File: config.mk
export PLATFORM = sky130hd
export DESIGN_NAME = aes_round_key_gen
export DESIGN_NICKNAME = d
export VERILOG_FILES = /design/src/rtl/aes_round_key_gen.sv
export SDC_FILE = /design/constraint.sdc
export NUM_CORES = 2
export LEC_CHECK = 0
export ABC_AREA = 0
export CAP_MARGIN = 0
export CORE_MARGIN = 4
export CORE_UTILIZATION = 40
export CTS_CLUSTER_SIZE = 24
export DETAILED_ROUTE_END_ITERATION = 16
export MAX_ROUTING_LAYER = met4
export PLACE_DENSITY_LB_ADDON = 0.1
export SLEW_MARGIN = 25
export SYNTH_ARGS = -nofsm -noshare
export SYNTH_HDL_FRONTEND = slang
export SYNTH_SLANG_ARGS = --single-unit
File: constraint.sdc
create_clock -name clk -period 11.25 [get_ports clk]
set_clock_uncertainty 0.15 [all_clocks]
set_input_delay 2.25 -clock clk [delete_from_list [all_inputs] [get_ports clk]]
set_output_delay 2.25 -clock clk [all_outputs]
set_load 0.02 [all_outputs]
File: src/rtl/aes_round_key_gen.sv
// aes_round_key_gen: AES-128 round key streamer, forward K0..K10 or reverse K10..K0
// Ports: clk, rst_n (async, active low); start/enc/key begin a schedule from IDLE;
// next accepts the current round_key; round_key/round_idx/valid/last/busy are registered status.
// Optional macro AES_ROUND_KEY_GEN_REPLAY_EN adds input replay, which restarts the previous
// schedule from stored K0/K10 without the reverse-order preparation pass.
`ifndef AES_BLOCK_SIZE
`define AES_BLOCK_SIZE 128
`endif
module aes_round_key_gen (
  input  logic                       clk,
  input  logic                       rst_n,
  input  logic                       start,
  input  logic                       enc,
  input  logic [`AES_BLOCK_SIZE-1:0] key,
  input  logic                       next,
`ifdef AES_ROUND_KEY_GEN_REPLAY_EN
  input  logic                       replay,
`endif
  output logic [`AES_BLOCK_SIZE-1:0] round_key,
  output logic [3:0]                 round_idx,
  output logic                       valid,
  output logic                       last,
  output logic                       busy
);
  typedef enum logic [1:0] {IDLE, PREP, STREAM} state_t;
  localparam logic [2047:0] SBOX = 2048'h637c777bf26b6fc53001672bfed7ab76ca82c97dfa5947f0add4a2af9ca472c0b7fd9326363ff7cc34a5e5f171d8311504c723c31896059a071280e2eb27b27509832c1a1b6e5aa0523bd6b329e32f8453d100ed20fcb15b6acbbe394a4c58cfd0efaafb434d338545f9027f503c9fa851a3408f929d38f5bcb6da2110fff3d2cd0c13ec5f974417c4a77e3d645d197360814fdc222a908846eeb814de5e0bdbe0323a0a4906245cc2d3ac629195e479e7c8376d8dd54ea96c56f4ea657aae08ba78252e1ca6b4c6e8dd741f4bbd8b8a703eb5664803f60e613557b986c11d9ee1f8981169d98e949b1e87e9ce5528df8ca1890dbfe6426841992d0fb054bb16;
  localparam logic [127:0] RCON = {48'h0, 80'h01020408102040801b36};
  state_t state;
  logic dir;
  logic [3:0] cnt, rc_idx;
  logic [7:0] rc;
  logic [31:0] f4, f5, f6, f7, i4, i5, i6, i7;
  logic [127:0] step;
`ifdef AES_ROUND_KEY_GEN_REPLAY_EN
  logic [127:0] rp_k0, rp_k10;
  logic rp_ok;
`endif
  function automatic logic [7:0] sb(input logic [7:0] b);
    return SBOX[{~b, 3'b000} +: 8];
  endfunction
  function automatic logic [31:0] sub_rot(input logic [31:0] w);
    return {sb(w[23:16]), sb(w[15:8]), sb(w[7:0]), sb(w[31:24])};
  endfunction
  // PREP and forward streaming build round cnt/idx+1; reverse streaming undoes round 10-idx
  always_comb begin
    rc_idx = (state == PREP) ? cnt : dir ? round_idx : 4'd9 - round_idx;
    rc = RCON[{4'd9 - rc_idx, 3'b000} +: 8];
    f4 = round_key[127:96] ^ sub_rot(round_key[31:0]) ^ {rc, 24'h0};
    f5 = f4 ^ round_key[95:64];
    f6 = f5 ^ round_key[63:32];
    f7 = f6 ^ round_key[31:0];
    i7 = round_key[31:0] ^ round_key[63:32];
    i6 = round_key[63:32] ^ round_key[95:64];
    i5 = round_key[95:64] ^ round_key[127:96];
    i4 = round_key[127:96] ^ sub_rot(i7) ^ {rc, 24'h0};
    step = ((state == PREP) || dir) ? {f4, f5, f6, f7} : {i4, i5, i6, i7};
  end
  assign last = valid & (round_idx == 4'd10);
  assign busy = state != IDLE;
  always_ff @(posedge clk or negedge rst_n)
    if (!rst_n) begin
      state <= IDLE;
      round_key <= '0;
      round_idx <= '0;
      valid <= 1'b0;
      dir <= 1'b1;
      cnt <= '0;
`ifdef AES_ROUND_KEY_GEN_REPLAY_EN
      rp_k0 <= '0;
      rp_k10 <= '0;
      rp_ok <= 1'b0;
`endif
    end else begin
      case (state)
        IDLE:
          if (start) begin
            dir <= enc;
            round_key <= key;
            round_idx <= '0;
            cnt <= '0;
            valid <= enc;
            state <= enc ? STREAM : PREP;
`ifdef AES_ROUND_KEY_GEN_REPLAY_EN
            rp_k0 <= key;
          end else if (replay && rp_ok) begin
            round_key <= dir ? rp_k0 : rp_k10;
            round_idx <= '0;
            valid <= 1'b1;
            state <= STREAM;
`endif
          end
        PREP: begin
          round_key <= step;
          cnt <= cnt + 4'd1;
          if (cnt == 4'd9) begin
            valid <= 1'b1;
            state <= STREAM;
`ifdef AES_ROUND_KEY_GEN_REPLAY_EN
            rp_k10 <= step;
`endif
          end
        end
        STREAM:
          if (next) begin
            if (round_idx == 4'd10) begin
              valid <= 1'b0;
              state <= IDLE;
`ifdef AES_ROUND_KEY_GEN_REPLAY_EN
              rp_ok <= 1'b1;
              if (dir) rp_k10 <= round_key;
`endif
            end else begin
              round_key <= step;
              round_idx <= round_idx + 4'd1;
            end
          end
        default: state <= IDLE;
      endcase
    end
endmodule

==> results.py <==
metrics = {
    "clock_network": {
        "tritoncts": "done",
        "post-cts-setup-buffer-count": 0,
        "clock_tree.root_cell": "sky130_fd_sc_hd__clkbuf_16",
        "total_of_hold_buffers_inserted_after_clock_tree_synthesis": 0,
        "clk_latency_ps": 530,
        "cts.clk_slew.worst_paths_ps": 70,
        "cts_repair_resize_count": 0,
        "h-tree-depth": 4,
        "clock_tree.buffer_depth": 2,
        "cts_buffers": 17,
        "numClockSinks": 140,
    },
    "logic_synthesis": {
        "synth_fp_nets": 6031,
        "distinct_cell_type_count_of_the_synthesized_netlist": 110,
        "synth-edff-count": 0,
        "synth_area_sq_um": 38500,
        "synthCells": 5770,
        "avgSynthCellArea_sq_um": 6.67,
        "synthArstFlopShare": 1.00,
        "ys_seq_area_frac": 0.0911,
        "synth.yosys.warnings": 0,
        "ys_dominant_reg_cell": "sky130_fd_sc_hd__dfrtp_1",
        "yosys_register_bits": 140,
    },
    "drt": {
        "dr.first_iter.drc_count": 8805,
        "drt.antenna.violating_nets": 0,
        "route.vias.total": 48972,
        "drt_pre_antenna_iters": 7,
        "remaining_drcs": 0,
        "routed_wl_mm": 201,
        "detail_route.wl_per_cell_um": 29.7,
        "vias_per_cell": 7.24,
    },
    "placed_design": {
        "detailed_place_hpwl_mm": 135,
        "numPortBuffers": 267,
        "globalplace.congestion": 1.02,
    },
    "timing": {
        "max_clock_freq_mhz": 169,
        "tightest_slew_margin_relative_to_the_limit": 0.244,
        "setup_failing_eps_final": 0,
        "maxSlewViolCount": 0,
        "finalWorstPathRequiredPeriod_ps": 5920,
        "finalSetupTns_ps": 0,
        "worst_pin_slew_ps": 1130,
        "grt_setup_unrepaired": "no",
        "final.period_utilization": 0.527,
        "final-hold-violation-count": 0,
    },
    "global_route": {
        "grt-ovfl-total": 0,
        "grt_max_degree": 92,
        "antenna_violations_before_repair": 2,
        "grt_pass1_wl_mm": 298,
        "first_global_vias": 44292,
        "globalRouteTotalUtil": 0.381,
    },
    "worst_hold_path": {
        "hold_crit_start": "round_key[6]",
        "hold_path.class": "reg2reg",
        "min_delay_path_depth": 2,
    },
    "die": {
        "fp.dieArea_sq_um": 101000,
        "ioPinCount": 268,
        "initial_utilization": 0.404,
        "floorplan.rows": 113,
        "core_box_area_sq_um": 95300,
        "die_h_um": 318,
        "dieWidth_um": 318,
    },
    "worst_setup_path": {
        "setup.reg_to_reg.worst_slack_ps": 5890,
        "timing.critical_path.to": "round_key[124]",
        "timing.rr.start": "round_key[10]",
        "cp_data_required_time_ps": 11500,
        "startpoint_type": "primary input",
        "setup.worst_path.start": "start",
        "cp_cell_sequence": "clkdlybuf4s50_1 > nand2b_1 > o21ai_0 > nor3_2 > buf_4 > buf_4 > nand2_1 > or3_1 > mux2i_1 > nor3_1",
        "critical_path.max_stage_delay_ps": 710,
        "top_cell_by_count_worst_path": "sky130_fd_sc_hd__buf_4",
        "rr_worst_depth": 12,
        "timing.critical_path.to_type": "flop",
        "worst_path_max_delay_cell": "sky130_fd_sc_hd__nand2_1",
        "timing.critical_path.max_delay_family": "buffers and inverters",
        "data_arrival_critical_path_ps": 6170,
        "critical_path_cell_count": 10,
        "buf_inv_on_cp": 3,
        "crit_fanout": 67,
        "timing.rr.end": "round_key[117]",
        "critPathKind": "in2reg",
    },
    "status": {
        "status": "completed",
    },
    "flow_run": {
        "drv_cap": 0,
    },
    "cells_and_area": {
        "finish.utilization": 0.437,
        "fillerInstances": 10141,
        "layout-area-overhead-vs-synth_pct": 8.21,
        "fraction_of_layout_instances_using_a_drive_strength_above_1": 0.0695,
        "highest_count_cells_in_the_layout_ignoring_fill_and_taps": "541 x sky130_fd_sc_hd__nand2_1, 497 x sky130_fd_sc_hd__a21oi_1, 447 x sky130_fd_sc_hd__nor2_1",
        "final_nets": 5746,
        "layout.cells.most_common": "sky130_fd_sc_hd__nand2_1",
    },
}
-- worst reg2reg max path, delay by kind of cell, from the launching register on --
family                    cells  cell delay (ps)
buffers and inverters         3             1500
and+or+nand+nor               4             1330
AOI/OAI and AO/OA             4             1100
xor gates and xnor gates      1              180
DFF                           1              970
-- worst min-delay path by stage --
stage	to	slack, ps
CTS	round_key[6]	400
detailed placement	round_key[6]	390
floorplan	cnt[1]	350
global route	round_key[6]	450
finish	round_key[6]	400
global placement	round_key[6]	390
-- synthesized netlist by cell type, types with 77 or more instances --
cell	instances	area, sq um
sky130_fd_sc_hd__nand2_1	542	2030
sky130_fd_sc_hd__a21oi_1	497	2490
sky130_fd_sc_hd__nor2_1	449	1690
sky130_fd_sc_hd__o21ai_0	416	2080
sky130_fd_sc_hd__clkbuf_1	372	1400
sky130_fd_sc_hd__nor3_1	251	1260
sky130_fd_sc_hd__buf_2	234	1170
sky130_fd_sc_hd__nand3_1	217	1090
sky130_fd_sc_hd__dfrtp_1	139	3480
sky130_fd_sc_hd__o22ai_1	135	845
sky130_fd_sc_hd__nand2b_1	134	838
sky130_fd_sc_hd__xnor2_1	131	1150
sky130_fd_sc_hd__ha_1	128	1600
sky130_fd_sc_hd__a31oi_1	120	751
sky130_fd_sc_hd__mux2i_1	117	1170
sky130_fd_sc_hd__a211oi_1	116	871
sky130_fd_sc_hd__o211ai_1	116	871
sky130_fd_sc_hd__nor2b_1	111	694
sky130_fd_sc_hd__a311oi_1	108	946
sky130_fd_sc_hd__o311ai_0	87	762
sky130_fd_sc_hd__xor2_1	77	674
-- layer usage --
metal  track usage  vias to the layer above  share of wire
met5             -                        -              0
met4         0.135                        0          0.044
met3        0.0805                      658           0.12
met2         0.559                     3707           0.43
met1         0.518                    23229           0.41
li1              -                    21378              -
-- metrics by stage --
step	instances	setup WS, ps	hold WS, ps	area, sq um
CTS	6763	5400	404	41600
detailed placement	6731	4860	385	41000
global route	6765	5120	451	41600
finish	6767	5330	397	41600
global placement	6731	4960	385	41000
floorplan	5770	6920	354	38500
-- flip-flops by register name (all words and copies together) (netlist names) --
register and count:
round_key 128, state 2, round_idx 4, dir 1
cnt 4, valid 1
-- logic make-up (layout without fill, tap and decap cells) --
logic type | after synthesis | in the layout | share of synthesized area
DFF | 140 | 140 | 0.0911
other | 0 | 4 | 0
and+or+nand+nor | 2063 | 2063 | 0.260
xor gates and xnor gates | 226 | 226 | 0.0569
adders and majority gates | 129 | 129 | 0.0419
muxes | 183 | 183 | 0.0614
buffers and inverters | 794 | 522 | 0.0920
AOI/OAI and AO/OA | 2235 | 2235 | 0.397
-- layout make-up --
type | instances | area [sq um] | share of cell area
clock buffer | 18 | 439 | 0.0105
tap | 1265 | 1580 | 0.0380
inverter | 87 | 328 | 0.00787
antenna | 4 | 10.0 | 0.000240
timing repair buffer | 403 | 3700 | 0.0888
sequential | 140 | 3540 | 0.0851
multi-input combinational | 4836 | 31900 | 0.766
clock inverter | 14 | 158 | 0.00379
Power is left out: the tool's default activity adds up to more than one toggle a clock period on the data nets, which glitch-free logic cannot reach.
